$ cat config.mk
export PLATFORM = sky130hd
export DESIGN_NAME = pattern_det_ctrl
export DESIGN_NICKNAME = d
export VERILOG_FILES = /design/src/rtl/pattern_det_pkg.sv /design/src/rtl/pattern_det_core.sv /design/src/rtl/pattern_det_ctrl.sv
export SDC_FILE = /design/constraint.sdc
export NUM_CORES = 1
export LEC_CHECK = 0
export ABC_AREA = 1
export ABC_CLOCK_PERIOD_IN_PS = 2100
export CORE_ASPECT_RATIO = 0.6
export CORE_UTILIZATION = 23
export CTS_CLUSTER_SIZE = 40
export DETAILED_ROUTE_END_ITERATION = 6
export HOLD_SLACK_MARGIN = 0.08
export PLACE_DENSITY_LB_ADDON = 0.1
export SLEW_MARGIN = 20
export SYNTH_ARGS = -nofsm -noshare
export SYNTH_HDL_FRONTEND = slang
export SYNTH_SLANG_ARGS = --single-unit
$ cat constraint.sdc
create_clock -name clk -period 2.1 [get_ports clk]
set_clock_uncertainty 0.1 [all_clocks]
set_input_delay 0.63 -clock clk [delete_from_list [all_inputs] [get_ports clk]]
set_output_delay 0.63 -clock clk [all_outputs]
set_load 0.01 [all_outputs]
$ cat src/rtl/pattern_det_pkg.sv
// -----------------------------------------------------------------------------
// pattern_det_pkg
// Shared definitions for the serial pattern detector:
//   - state_t      : controller FSM states (IDLE, RUN, DONE)
//   - PAT_W_DEF    : default pattern length in bits
//   - CNT_W_DEF    : default width of the match counter / run-length field
//   - RST_PATTERN  : pattern loaded at reset, LSB-aligned, zero-extended
//   - RST_OVERLAP  : overlap mode loaded at reset
//   - RST_NBITS    : run length loaded at reset
// -----------------------------------------------------------------------------
package pattern_det_pkg;

    localparam int PAT_W_DEF = 5;
    localparam int CNT_W_DEF = 8;

    // 5'b11011 held in the widest legal pattern; users slice the low PAT_W bits.
    localparam logic [15:0] RST_PATTERN = 16'b0000_0000_0001_1011;
    localparam logic        RST_OVERLAP = 1'b1;
    localparam int          RST_NBITS   = 16;

    typedef enum logic [1:0] {
        IDLE = 2'd0,
        RUN  = 2'd1,
        DONE = 2'd2
    } state_t;

endpackage

$ cat src/rtl/pattern_det_core.sv
// -----------------------------------------------------------------------------
// pattern_det_core
// Serial pattern datapath: PAT_W-bit history shift register, count of valid
// bits held (saturating at PAT_W), comparison against the target pattern and
// the registered Moore match flag.
// Ports:
//   clk, rst  : clock, asynchronous active-high reset
//   clear     : start of a new run; empties history and valid-bit count
//   accept    : a bit is taken this cycle (RUN and in_valid)
//   in_bit    : serial data bit, shifted in at the LSB end
//   pattern   : target pattern, MSB is the oldest bit
//   overlap   : 1 = keep history after a hit, 0 = need PAT_W fresh bits
//   hit       : combinational, this cycle's accepted bit completes a match
//   match     : hit delayed by one cycle
// -----------------------------------------------------------------------------
module pattern_det_core
    import pattern_det_pkg::*;
#(
    parameter int PAT_W = PAT_W_DEF
) (
    input  logic             clk,
    input  logic             rst,
    input  logic             clear,
    input  logic             accept,
    input  logic             in_bit,
    input  logic [PAT_W-1:0] pattern,
    input  logic             overlap,
    output logic             hit,
    output logic             match
);

    localparam int VC_W = $clog2(PAT_W + 1);

    logic [PAT_W-1:0] hist_q;
    logic [PAT_W-1:0] hist_nxt;
    logic [VC_W-1:0]  vcnt_q;
    logic [VC_W-1:0]  vcnt_inc;
    logic             match_q;

    // NOTE: every signal assigned in always_comb gets a value on every path
    // (here unconditionally) so no latch can be inferred.
    always_comb begin
        hist_nxt = {hist_q[PAT_W-2:0], in_bit};
        // Only "at least PAT_W bits held" matters, so saturate at PAT_W.
        vcnt_inc = (vcnt_q == VC_W'(PAT_W)) ? vcnt_q : vcnt_q + VC_W'(1);
        hit      = accept && (vcnt_inc == VC_W'(PAT_W)) && (hist_nxt == pattern);
    end

    // NOTE: sequential state uses non-blocking assignments so every register
    // samples pre-edge values regardless of statement order.
    always_ff @(posedge clk or posedge rst) begin
        if (rst) begin
            hist_q  <= '0;
            vcnt_q  <= '0;
            match_q <= 1'b0;
        end else begin
            match_q <= hit;
            if (clear) begin
                hist_q <= '0;
                vcnt_q <= '0;
            end else if (accept) begin
                hist_q <= hist_nxt;
                // Non-overlapping mode forgets the bits consumed by the hit.
                vcnt_q <= (hit && !overlap) ? '0 : vcnt_inc;
            end
        end
    end

    assign match = match_q;

endmodule

$ cat src/rtl/pattern_det_ctrl.sv
// -----------------------------------------------------------------------------
// pattern_det_ctrl
// Run controller for the serial pattern detector. Holds the configuration,
// the IDLE/RUN/DONE FSM, the accepted-bit counter and the saturating match
// counter; the bit-level datapath lives in pattern_det_core.
// Ports:
//   clk, rst           : clock, asynchronous active-high reset
//   cfg_valid/ready    : config handshake (ready outside RUN)
//   cfg_pattern        : target pattern, MSB oldest
//   cfg_overlap        : 1 = overlapping detection
//   cfg_nbits          : run length in accepted bits, 0 = unbounded
//   start, stop        : arm a run / abort a run
//   in_valid, in_bit   : serial input
//   match              : registered one-cycle match flag
//   match_cnt          : matches in the current or last run (saturating)
//   busy, done         : FSM in RUN / in DONE
//   irq, irq_clr       : sticky interrupt and its clear
// Build option: define PATDET_IRQ_EN to enable irq (set on DONE entry and on
// match_cnt saturation); otherwise irq is 0 and irq_clr is ignored.
// -----------------------------------------------------------------------------
module pattern_det_ctrl
    import pattern_det_pkg::*;
#(
    parameter int PAT_W = PAT_W_DEF,
    parameter int CNT_W = CNT_W_DEF
) (
    input  logic             clk,
    input  logic             rst,
    input  logic             cfg_valid,
    output logic             cfg_ready,
    input  logic [PAT_W-1:0] cfg_pattern,
    input  logic             cfg_overlap,
    input  logic [CNT_W-1:0] cfg_nbits,
    input  logic             start,
    input  logic             stop,
    input  logic             in_valid,
    input  logic             in_bit,
    output logic             match,
    output logic [CNT_W-1:0] match_cnt,
    output logic             busy,
    output logic             done,
    output logic             irq,
    input  logic             irq_clr
);

    localparam logic [CNT_W-1:0] CNT_MAX = '1;

    state_t           state_q;
    state_t           state_nxt;
    logic [PAT_W-1:0] pat_q;
    logic             ovl_q;
    logic [CNT_W-1:0] nbits_q;
    logic [CNT_W-1:0] bit_cnt_q;
    logic [CNT_W-1:0] cnt_q;
    logic             cfg_fire;
    logic             run_start;
    logic             accept;
    logic             last_bit;
    logic             hit;

    assign cfg_ready = (state_q != RUN);
    assign cfg_fire  = cfg_valid && cfg_ready;
    assign run_start = start && (state_q != RUN);
    assign accept    = in_valid && (state_q == RUN);
    // One bit wider so a full-range nbits compares without wrap.
    assign last_bit  = accept && (nbits_q != '0) &&
                       (({1'b0, bit_cnt_q} + (CNT_W+1)'(1)) == {1'b0, nbits_q});

    always_comb begin
        state_nxt = state_q;
        unique case (state_q)
            IDLE, DONE: if (start) state_nxt = RUN;
            RUN: begin
                // stop wins over the final bit arriving in the same cycle
                if (stop)          state_nxt = IDLE;
                else if (last_bit) state_nxt = DONE;
            end
            default: state_nxt = IDLE;
        endcase
    end

    always_ff @(posedge clk or posedge rst) begin
        if (rst) begin
            state_q <= IDLE;
        end else begin
            state_q <= state_nxt;
        end
    end

    // Config is only writable outside RUN, so a start in the same cycle as a
    // handshake runs with the freshly latched values.
    always_ff @(posedge clk or posedge rst) begin
        if (rst) begin
            pat_q   <= RST_PATTERN[PAT_W-1:0];
            ovl_q   <= RST_OVERLAP;
            nbits_q <= CNT_W'(RST_NBITS);
        end else if (cfg_fire) begin
            pat_q   <= cfg_pattern;
            ovl_q   <= cfg_overlap;
            nbits_q <= cfg_nbits;
        end
    end

    always_ff @(posedge clk or posedge rst) begin
        if (rst) begin
            bit_cnt_q <= '0;
            cnt_q     <= '0;
        end else if (run_start) begin
            bit_cnt_q <= '0;
            cnt_q     <= '0;
        end else begin
            if (accept)                    bit_cnt_q <= bit_cnt_q + CNT_W'(1);
            if (hit && (cnt_q != CNT_MAX)) cnt_q     <= cnt_q + CNT_W'(1);
        end
    end

    pattern_det_core #(
        .PAT_W (PAT_W)
    ) u_core (
        .clk     (clk),
        .rst     (rst),
        .clear   (run_start),
        .accept  (accept),
        .in_bit  (in_bit),
        .pattern (pat_q),
        .overlap (ovl_q),
        .hit     (hit),
        .match   (match)
    );

    assign match_cnt = cnt_q;
    assign busy      = (state_q == RUN);
    assign done      = (state_q == DONE);

`ifdef PATDET_IRQ_EN
    logic irq_q;
    logic done_evt;
    logic sat_evt;

    assign done_evt = (state_q == RUN) && (state_nxt == DONE);
    assign sat_evt  = hit && (cnt_q == CNT_MAX - CNT_W'(1));

    // Set has priority over a simultaneous clear.
    always_ff @(posedge clk or posedge rst) begin
        if (rst) begin
            irq_q <= 1'b0;
        end else if (done_evt || sat_evt) begin
            irq_q <= 1'b1;
        end else if (irq_clr) begin
            irq_q <= 1'b0;
        end
    end

    assign irq = irq_q;
`else
    logic unused_irq_clr;
    assign unused_irq_clr = irq_clr;
    assign irq = 1'b0;
`endif

endmodule

==> results.py <==
metrics = {
    "outcome": {
        "status": "complete, no violations",
    },
    "power": {
        "p_switching_mw": 0.944,
        "peakVddDrop_mv": 0.354,
        "seqPwrFrac": 0.398,
        "p_total_mw": 2.72,
        "p_comb_frac": 0.326,
        "p_leak_nw": 1.34,
        "sw_frac_of_total": 0.347,
        "p_int_mw": 1.77,
        "powerDensity_mw_per_mm2": 903,
        "p_clk_frac": 0.275,
    },
    "drt": {
        "wire_per_inst_um": 12.7,
        "drc": 0,
        "first_pass_iters": 4,
        "initialDrtViolationCount": 72,
        "wl_mm": 5.66,
        "drtAntennaViolNets": 0,
        "viasPerCell": 4.20,
        "via_count": 1866,
    },
    "yosys": {
        "synth_edf_count": 0,
        "synth_top_flop_cell": "dfrtp_1",
        "ys_top_cells_by_count": "nand2_1, dfrtp_1, nand3_1, inv_1, nor2_1",
        "yosysTopAreaCellShare": 0.385,
        "ys_seq_area_frac": 0.456,
        "synth_cell_types": 34,
        "avgSynthCellArea_um2": 8.34,
        "ys_ff_latch": 40,
        "ys_top_cells_by_area": "dfrtp_1, nand2_1, nand3_1",
        "synth-async-reset-ratio": 1.00,
        "syn-num-nets": 291,
        "synth.most_common_cell": "nand2_1",
        "synthCells": 265,
        "yosysWarnings": 0,
        "yosysTopAreaCell": "dfrtp_1",
        "syn_area_mm2": 0.00221,
    },
    "die": {
        "die_h_um": 77.9,
        "die_x_um": 129,
        "dieArea_mm2": 0.0100,
        "rows": 27,
        "boundaryPins": 35,
        "initial_core_util": 0.239,
        "core_mm2": 0.00926,
    },
    "clocking": {
        "cts.sinks": 40,
        "clockRootBuffer": "clkbuf_16",
        "clockBufferDepth": 2,
        "clk_latency_ns": 0.29,
        "cts_tree": "done",
        "clk_pin_slew_ns": 0.06,
        "cts_max_level": 2,
        "ctsHoldBuffers": 0,
        "numCtsBuffers": 5,
    },
    "worst_hold_path": {
        "hold_path.class": "reg2reg",
        "holdPathStages": 2,
    },
    "grt": {
        "grt_pass1_vias": 1804,
        "grt_max_degree": 41,
        "grt_pass1_wl_mm": 9.46,
        "gr-total-overflow": 0,
        "grt_use_total": 0.125,
        "antenna_found_initial": 0,
    },
    "worst_setup_path": {
        "required_ns": 1.37,
        "worstPathBufferInverterCount": 1,
        "endpoint_kind": "primary output",
        "slowest_stage": "clkdlybuf4s50_1",
        "cp-start-kind": "flip-flop",
        "crit_chain": "clkdlybuf4s50_1",
        "worstPathMaxFanout": 6,
        "slowest_delay_ns": 0.57,
        "critPathKind": "reg2out",
        "path_delay_family": "buffers and inverters",
        "arrival_ns": 1.30,
        "reg2regPathDepth": 9,
        "path_depth": 1,
    },
    "placed_design": {
        "portBuffers": 32,
        "gp_congestion": 0.812,
        "detailed_place_hpwl_mm": 4.13,
    },
    "timing": {
        "slew_violations": 0,
        "setup_viol": 0,
        "fmax_mhz": 492,
        "hold_viol": 0,
        "tns_ns": 0,
        "fin_crit_sh": 0.967,
        "layout_min_cycle_time_ns": 2.03,
    },
    "finish": {
        "final_nets": 339,
        "diodes": 0,
        "drive_gt1_frac": 0.178,
        "area_delta_synth_final_pct": 36.1,
    },
    "flow_run": {
        "max-cap-violations": 0,
    },
}
final cells by class:
class,instances,area (um^2)
Clock buffer,7,133
Clock inverter,1,5.00
Fill cell,1004,6250
Inverter,31,116
Multi-Input combinational cell,188,1120
Sequential cell,40,1010
Tap cell,130,163
Timing Repair Buffer,47,464
worst reg2reg max path: cells and delay by family (launching register included):
kind / cells / cell delay (ns)
adders and majority gates: 1 / 0.23
buffers and inverters: 1 / 0.15
and+or+nand+nor: 5 / 0.67
xor gates and xnor gates: 1 / 0.20
DFF: 1 / 0.46
AOI/OAI and AO/OA: 1 / 0.07
power groups by stage:
stage	clock network (mW)	registers [mW]	logic, mW
finish	0.748	1.08	0.887
global route	0.813	1.11	1.01
detailed placement	0	1.09	0.881
CTS	0.784	1.08	0.878
global placement	0	1.09	0.880
floorplan	0	1.06	0.552
path summary, 6_finish.rpt:
kind / startpoint / end / slack [ns]
max in group asynchronous: rst / ovl_q / 1.00
setup / recovery: match_cnt[3] / match_cnt[3] / 0.07
hold / removal: pat_q[0] / pat_q[0] / 0.37
setup reg to reg: u_core.vcnt_q[0] / match_cnt[5] / 0.12
min in group asynchronous: rst / match_cnt[7] / 0.62
hold reg to reg: pat_q[0] / pat_q[0] / 0.37
cell families after synthesis:
group	Yosys count	synth area share
mux	4	0.0204
buf+inv	38	0.0708
simple gates	132	0.277
compound gates	31	0.0878
other cells	1	0.00170
flops	40	0.456
xor+xnor	15	0.0629
fa+ha+maj	4	0.0227
layer usage:
layer  GRT usage  part of all wire
met3      0.0338             0.050
met5           0                 0
met2       0.160              0.35
met4      0.0388             0.012
met1       0.193              0.58
flip-flops by register name, summed over array words and instances (netlist names), 2 cells and up:
| signal | cells |
|---|---|
| bit_cnt_q | 8 |
| match_cnt | 8 |
| nbits_q | 8 |
| pat_q | 5 |
| state_q | 2 |
| u_core.hist_q | 4 |
| u_core.vcnt_q | 3 |
stage by stage:
step	hold slack (ns)	setup slack (ns)	utilization	area (um^2)	cells
floorplan	0.341	0.253	-	2210	265
global placement	0.358	-0.332	0.301	2780	434
detailed placement	0.358	-0.343	0.301	2780	434
CTS	0.367	0.0156	0.316	2920	442
global route	0.399	-0.00949	0.325	3010	444
finish	0.366	0.0683	0.325	3010	444
timing repair:
| action | CTS | global route |
|---|---|---|
| gates resized for setup | 3 | 16 |
| endpoints found under the setup margin | 8 | 11 |
| pin swaps | 0 | 4 |
| setup buffers | 0 | 1 |
| gates cloned | 0 | 1 |
cell usage in the layout (no fill, tap or decap), types with 4 or more instances in the layout:
cell and count:
inv_1 30, clkdlybuf4s50_1 28, nand2_1 54, dfstp_2 6, dfrtp_1 33, mux2_2 4
a21oi_1 10, buf_4 12, nand4_1 4, xnor2_1 7, o22ai_1 8, clkbuf_16 5
nor2_1 24, xor2_1 7, nand3_1 31, o21ai_0 4, nand3_2 4
Note: power is estimated with default switching activity, not from simulation.
